$ cat config.mk
export PLATFORM = sky130hd
export DESIGN_NAME = hazard_controller_mc
export DESIGN_NICKNAME = d
export VERILOG_FILES = /design/src/rtl/hazard_controller_mc.sv
export SDC_FILE = /design/constraint.sdc
export NUM_CORES = 1
export LEC_CHECK = 0
export CORE_MARGIN = 3
export CORE_UTILIZATION = 41
export CTS_CLUSTER_DIAMETER = 100
export CTS_CLUSTER_SIZE = 8
export DETAILED_ROUTE_END_ITERATION = 12
export GPL_TIMING_DRIVEN = 0
export HOLD_SLACK_MARGIN = 0.02
export PLACE_DENSITY = 0.76
export SLEW_MARGIN = 20
export SYNTH_ARGS = -nofsm -noshare
export SYNTH_HDL_FRONTEND = slang
export SYNTH_SLANG_ARGS = --single-unit
$ cat constraint.sdc
create_clock -name clk -period 2.05 [get_ports clk]
set_input_delay 0.41 -clock clk [delete_from_list [all_inputs] [get_ports clk]]
set_output_delay 0.41 -clock clk [all_outputs]
set_load 0.02 [all_outputs]
$ cat src/rtl/hazard_controller_mc.sv
`default_nettype none
// ============================================================================
// Module      : hazard_controller_mc
// Description : Pipeline hazard controller for a five-stage core. Produces
//               per-stage stall/flush controls for load-use interlocks,
//               mispredict redirects, trap/mode switches and memory-busy
//               stalls, plus saturating stall/mispredict event counters.
// Revision    : 1.0 - initial release
// ============================================================================
module hazard_controller_mc #(
    parameter int REG_AW   = 5,
    parameter int LOAD_LAT = 1,
    parameter int SW_FLUSH = 1,
    parameter int CNT_W    = 16
) (
    input  logic              clk,
    input  logic              rstn,
    input  logic              is_load_exe,
    input  logic              we_reg_exe,
    input  logic [REG_AW-1:0] rd_addr_exe,
    input  logic [REG_AW-1:0] rs1_addr_id,
    input  logic [REG_AW-1:0] rs2_addr_id,
    input  logic              use_rs1_id,
    input  logic              use_rs2_id,
    input  logic              error_prediction,
    input  logic              switch_mode,
    input  logic              if_stall,
    input  logic              mem_stall,
    input  logic              clr_cnt,
    output logic              stall_PC,
    output logic              stall_IFID,
    output logic              stall_IDEXE,
    output logic              stall_EXEMEM,
    output logic              stall_MEMWB,
    output logic              flush_IFID,
    output logic              flush_IDEXE,
    output logic              flush_EXEMEM,
    output logic              flush_MEMWB,
    output logic [CNT_W-1:0]  cnt_stall,
    output logic [CNT_W-1:0]  cnt_mispred
);

    typedef enum logic [0:0] {
        R_IDLE = 1'b0,
        R_WAIT = 1'b1
    } redir_state_t;

    // Both down-counters fit in two bits since their loads never exceed 3.
    localparam logic [1:0]       c_LU_LOAD = 2'(LOAD_LAT - 1);
    localparam logic [1:0]       c_SW_LOAD = 2'(SW_FLUSH - 1);
    localparam logic [CNT_W-1:0] c_CNT_MAX = '1;

    logic [1:0]       r_sw_cnt;
    logic [1:0]       r_lu_cnt;
    redir_state_t     r_state;
    logic [CNT_W-1:0] r_cnt_stall;
    logic [CNT_W-1:0] r_cnt_mispred;

    logic w_rs1_hit;
    logic w_rs2_hit;
    logic w_lu_hit;
    logic w_sw_active;
    logic w_redirect;
    logic w_lu_active;
    logic w_stall_pc;
    logic w_stall_ifid;
    logic w_stall_idexe;
    logic w_stall_exemem;
    logic w_flush_ifid;
    logic w_flush_idexe;
    logic w_flush_exemem;
    logic w_flush_memwb;

    // Hazard detection and prioritised stall/flush generation.
    always_comb begin
        w_rs1_hit      = use_rs1_id && (rs1_addr_id == rd_addr_exe) && (rs1_addr_id != '0);
        w_rs2_hit      = use_rs2_id && (rs2_addr_id == rd_addr_exe) && (rs2_addr_id != '0);
        w_lu_hit       = is_load_exe && we_reg_exe && (w_rs1_hit || w_rs2_hit);
        w_sw_active    = switch_mode || (r_sw_cnt != 2'd0);
        w_redirect     = !w_sw_active && (error_prediction || (r_state == R_WAIT));
        w_lu_active    = !w_sw_active && (w_lu_hit || (r_lu_cnt != 2'd0));
        w_stall_pc     = 1'b0;
        w_stall_ifid   = 1'b0;
        w_stall_idexe  = 1'b0;
        w_stall_exemem = 1'b0;
        w_flush_ifid   = 1'b1;
        w_flush_idexe  = 1'b1;
        w_flush_exemem = 1'b1;
        w_flush_memwb  = 1'b1;
        if (!w_sw_active) begin
            w_stall_exemem = mem_stall;
            w_stall_idexe  = w_stall_exemem;
            w_flush_memwb  = w_stall_exemem;
            w_stall_ifid   = w_stall_idexe || (w_lu_active && !w_redirect);
            w_flush_idexe  = (w_stall_ifid && !w_stall_idexe) || w_redirect;
            // Waiting on the fetch side keeps PC frozen until the redirect lands;
            // an idle-state mispredict must let the branch target load now.
            if (r_state == R_WAIT) begin
                w_stall_pc = 1'b1;
            end else if (error_prediction) begin
                w_stall_pc = 1'b0;
            end else begin
                w_stall_pc = w_stall_ifid || if_stall;
            end
            w_flush_ifid   = (w_stall_pc && !w_stall_ifid) || w_redirect;
            w_flush_exemem = w_stall_idexe && !w_stall_exemem;
        end
    end

    // Reset holds every stage in bubble state regardless of other inputs.
    assign stall_PC     = rstn && w_stall_pc;
    assign stall_IFID   = rstn && w_stall_ifid;
    assign stall_IDEXE  = rstn && w_stall_idexe;
    assign stall_EXEMEM = rstn && w_stall_exemem;
    assign stall_MEMWB  = 1'b0;
    assign flush_IFID   = !rstn || w_flush_ifid;
    assign flush_IDEXE  = !rstn || w_flush_idexe;
    assign flush_EXEMEM = !rstn || w_flush_exemem;
    assign flush_MEMWB  = !rstn || w_flush_memwb;
    assign cnt_stall    = r_cnt_stall;
    assign cnt_mispred  = r_cnt_mispred;

    // Switch flush window: a pulse (re)loads the remaining flush cycles.
    always_ff @(posedge clk) begin
        if (!rstn) begin
            r_sw_cnt <= 2'd0;
        end else if (switch_mode) begin
            r_sw_cnt <= c_SW_LOAD;
        end else if (r_sw_cnt != 2'd0) begin
            r_sw_cnt <= r_sw_cnt - 2'd1;
        end
    end

    // Load-use bubble counter; only advances when the back end is moving.
    always_ff @(posedge clk) begin
        if (!rstn || w_sw_active) begin
            r_lu_cnt <= 2'd0;
        end else if (r_lu_cnt != 2'd0) begin
            if (!w_stall_exemem) begin
                r_lu_cnt <= r_lu_cnt - 2'd1;
            end
        end else if (w_lu_hit && !w_stall_exemem && !w_redirect) begin
            r_lu_cnt <= c_LU_LOAD;
        end
    end

    // Redirect FSM: wait out a busy instruction fetch after a mispredict.
    always_ff @(posedge clk) begin
        if (!rstn || w_sw_active) begin
            r_state <= R_IDLE;
        end else begin
            case (r_state)
                R_IDLE:  if (error_prediction && if_stall) r_state <= R_WAIT;
                R_WAIT:  if (!if_stall) r_state <= R_IDLE;
                default: r_state <= R_IDLE;
            endcase
        end
    end

    // Saturating performance counters; clear wins over increment.
    always_ff @(posedge clk) begin
        if (!rstn || clr_cnt) begin
            r_cnt_stall   <= '0;
            r_cnt_mispred <= '0;
        end else begin
            if (w_stall_pc && (r_cnt_stall != c_CNT_MAX)) begin
                r_cnt_stall <= r_cnt_stall + 1'b1;
            end
            if ((r_state == R_IDLE) && error_prediction && (r_cnt_mispred != c_CNT_MAX)) begin
                r_cnt_mispred <= r_cnt_mispred + 1'b1;
            end
        end
    end

endmodule
`default_nettype wire

==> impl_metrics.yaml <==
grt:
  grt_pass1_vias: 1999
  grt-ovfl-total: 0
  grt_first_pass_wirelength_um: 8825
  antenna_found_initial: 0
  grt_start_max_net_pins: 12
  track_usage_pct: 18.17
clock_tree:
  numCtsBuffers: 5
  ctsHoldBuffers: 0
  clock-root-buffer: "clkbuf_8"
  cts_htree_levels: 2
  cts.sink_count: 37
  clock_latency_ns: 0.29
  clk_pin_slew_ns: 0.07
  clock_path_buffers: 2
  cts_tree: "done"
final_layout:
  final_common_cell: "clkdlybuf4s50_1"
  drive_gt1_share_pct: 22.69
  area_growth_pct: 54.40
  final_area_um2: 3097
  fin_nets: 363
  final_cell_mix: "36 x clkdlybuf4s50_1, 31 x nor2_1, 30 x dfxtp_1, 19 x nand2_1, 17 x xor2_1"
  final_util_pct: 68.29
  n_antenna_cell: 0
routing:
  dr.pass1.iters: 4
  vias_per_cell: 5.378
  drcViolationCount: 0
  wl_per_cell_um: 13.85
  drtIter0Drc: 86
  vias: 2151
  wirelength_um: 5539
  detail-route-antenna-nets: 0
logic_synthesis:
  avgSynthCellArea_um2: 8.023
  ys_warn_count: 0
  synthTopCellsByArea: "dfxtp_1 37%, xor2_1 7.4%, nor2_1 6.0%"
  postSynthNetCount: 279
  synth_edf_count: 0
  ys_seq_area_share_pct: 36.93
  synth.ff_latch_count: 37
  async_flop_share_pct: 0
  synth_top_cell_area_share_pct: 36.93
  synth_cell_types: 41
  ys.flop_type: "dfxtp_1"
  netlist_instances: 250
  yosysTopAreaCell: "dfxtp_1"
  synth_area_um2: 2006
worst_hold_path:
  hp-class: "reg2reg"
  min_from: "cnt_stall[9]"
  hold_path_end: "cnt_stall[9]"
  min_path_cells: 2
pwr:
  ir_drop_mv: 0.3579
  leakagePower_nw: 1.076
  power.total_mw: 1.418
  p_per_area_nw_per_um2: 458.0
place:
  dp_hpwl_um: 3954
  port_buffers: 65
  gp_congestion: 0.8268
  place_area_um2: 2750
worst_setup_path:
  crit_type: "in2out"
  r2r_slack_ns: 0.09
  arrival_ns: 1.72
  cp-start-kind: "input port"
  path_delay_family: "compound AO/OA/AOI/OAI gates"
  cp_num_buf_inv: 2
  cp_max_fo: 4
  reg2reg_to: "cnt_stall[8]"
  startpoint: "rd_addr_exe[3]"
  r2r-start: "r_lu_cnt[1]"
  crit_required_ns: 1.64
  r2r_cells: 7
  cp_cell_sequence: "buf_6 -> xor2_1 -> o31a_1 -> a211o_1 -> nand2_2 -> a21oi_2 -> nor3_2 -> buf_4"
  crit_path_max_incr_delay_ns: 0.32
  critPathCaptureType: "output pin"
  slowest_stage: "a211o_1"
floorplanning:
  num_rows: 24
  num_io_pins: 67
  start_util_pct: 44.23
  die_w_um: 75.94
  die_area_um2: 5767
  fp.coreArea_um2: 4534
  fp.dieH_um: 75.94
timing:
  grt_setup_unrepaired: "true"
  fmax_mhz: 470.3
  fin_crit_sh_pct: 103.7
  finalCriticalPeriod_ns: 2.126
  skew_ns: 0.006510
  worst_pin_slew_ns: 0.5295
  setup_ws_ns: -0.07613
  tns_ns: -0.2346
  maxSlewHeadroom_pct: 64.70
  hold_viol: 0
  setup_violations: 4
  finalMaxSlewViolations: 0
status:
  status: "finished, violations left"
  violations: "negative setup slack"
flow_run:
  drv_cap: 0
worst max path at each step:
stage,endpoint,slack [ns],depth (start not counted)
4_1_cts,stall_PC,-0.1,8
6_report,stall_PC,-0.08,8
5_1_grt,stall_IFID,-0.14,8
3_3_place_gp,stall_PC,-1.06,8
3_5_place_dp,stall_PC,-1.07,8
2_1_floorplan,stall_IFID,-0.005,6
Yosys cell counts, drive strengths merged (2+ instances only):
| library cell | count |
|---|---|
| a31oi | 3 |
| and2 | 2 |
| or3 | 9 |
| and4 | 5 |
| dfxtp | 37 |
| a211oi | 2 |
| nand4 | 10 |
| nor3 | 4 |
| o31a | 2 |
| buf | 3 |
| nor3b | 2 |
| nor4 | 4 |
| and3 | 6 |
| inv | 7 |
| nor2 | 32 |
| xnor2 | 10 |
| o31ai | 4 |
| clkbuf | 5 |
| ha | 3 |
| nand2b | 3 |
| nor2b | 4 |
| a2111oi | 2 |
| xor2 | 17 |
| nand3 | 13 |
| a21oi | 16 |
| or4 | 2 |
| nand2 | 20 |
| a211o | 2 |
| o21ai | 10 |
sequential cells by signal (all words and copies together) (netlist names):
register     count
cnt_mispred     16
cnt_stall       16
r_lu_cnt         2
r_sw_cnt         2
r_state          1
power breakdown:
| group | internal (mW) | total (mW) | leakage (nW) | switching (mW) |
|---|---|---|---|---|
| clock network | 0.236 | 0.492 | 0.0450 | 0.257 |
| registers | 0.721 | 0.726 | 0.302 | 0.00428 |
| logic | 0.0963 | 0.201 | 0.730 | 0.104 |
logic make-up after synthesis:
kind of cell | after synthesis | synth area share (%)
AND/OR/NAND/NOR | 120 | 31.19
AO/OA/AOI/OAI | 47 | 14.79
flip-flops | 37 | 36.93
XOR/XNOR | 27 | 11.79
buffers and inverters | 15 | 3.244
adder cells (fa/ha/maj) | 3 | 1.872
other | 1 | 0.1870
stage by stage:
step                      instances  hold WS (ns)  worst slack, ns
after CTS                       395        0.5019         -0.09861
after global routing            400        0.5299          -0.1388
after floorplan                 250        0.4544        -0.004637
final                           400        0.4973         -0.07613
after detailed placement        380        0.4876           -1.069
after global placement          380        0.4705           -1.060
tightest hold or removal path, cell delays in order, from the launching register on:
cell and delay [ns]:
dfxtp_1 0.33, o21ai_0 0.07, a21oi_1 0.06
routing by layer:
layer | share of wire (%) | wire, um | global-route usage (%) | vias to the layer above
met5 | 0 | 0 | 0 | -
met4 | 0.85 | 47 | 5.072 | 0
met3 | 4.7 | 262 | 3.436 | 5
met2 | 52 | 2897 | 32.89 | 46
met1 | 42 | 2332 | 21.88 | 1022
li1 | - | - | - | 1078
repair_timing:
action,CTS,global route
cloned,0,1
setup buffers,7,5
pin swaps,19,15
endpoints found under the setup margin,24,25
resized for setup,96,42
area by class of cell:
| type | instances | area, um2 |
|---|---|---|
| inverter | 7 | 26.28 |
| timing repair buffer | 77 | 719.4 |
| buffer | 7 | 42.54 |
| tap | 65 | 81.33 |
| clock buffer | 6 | 72.57 |
| fill | 362 | 1438 |
| multi-input combinational | 199 | 1395 |
| sequential | 37 | 749.5 |
| clock inverter | 2 | 10.01 |
Power figures use the tool's default switching activity.
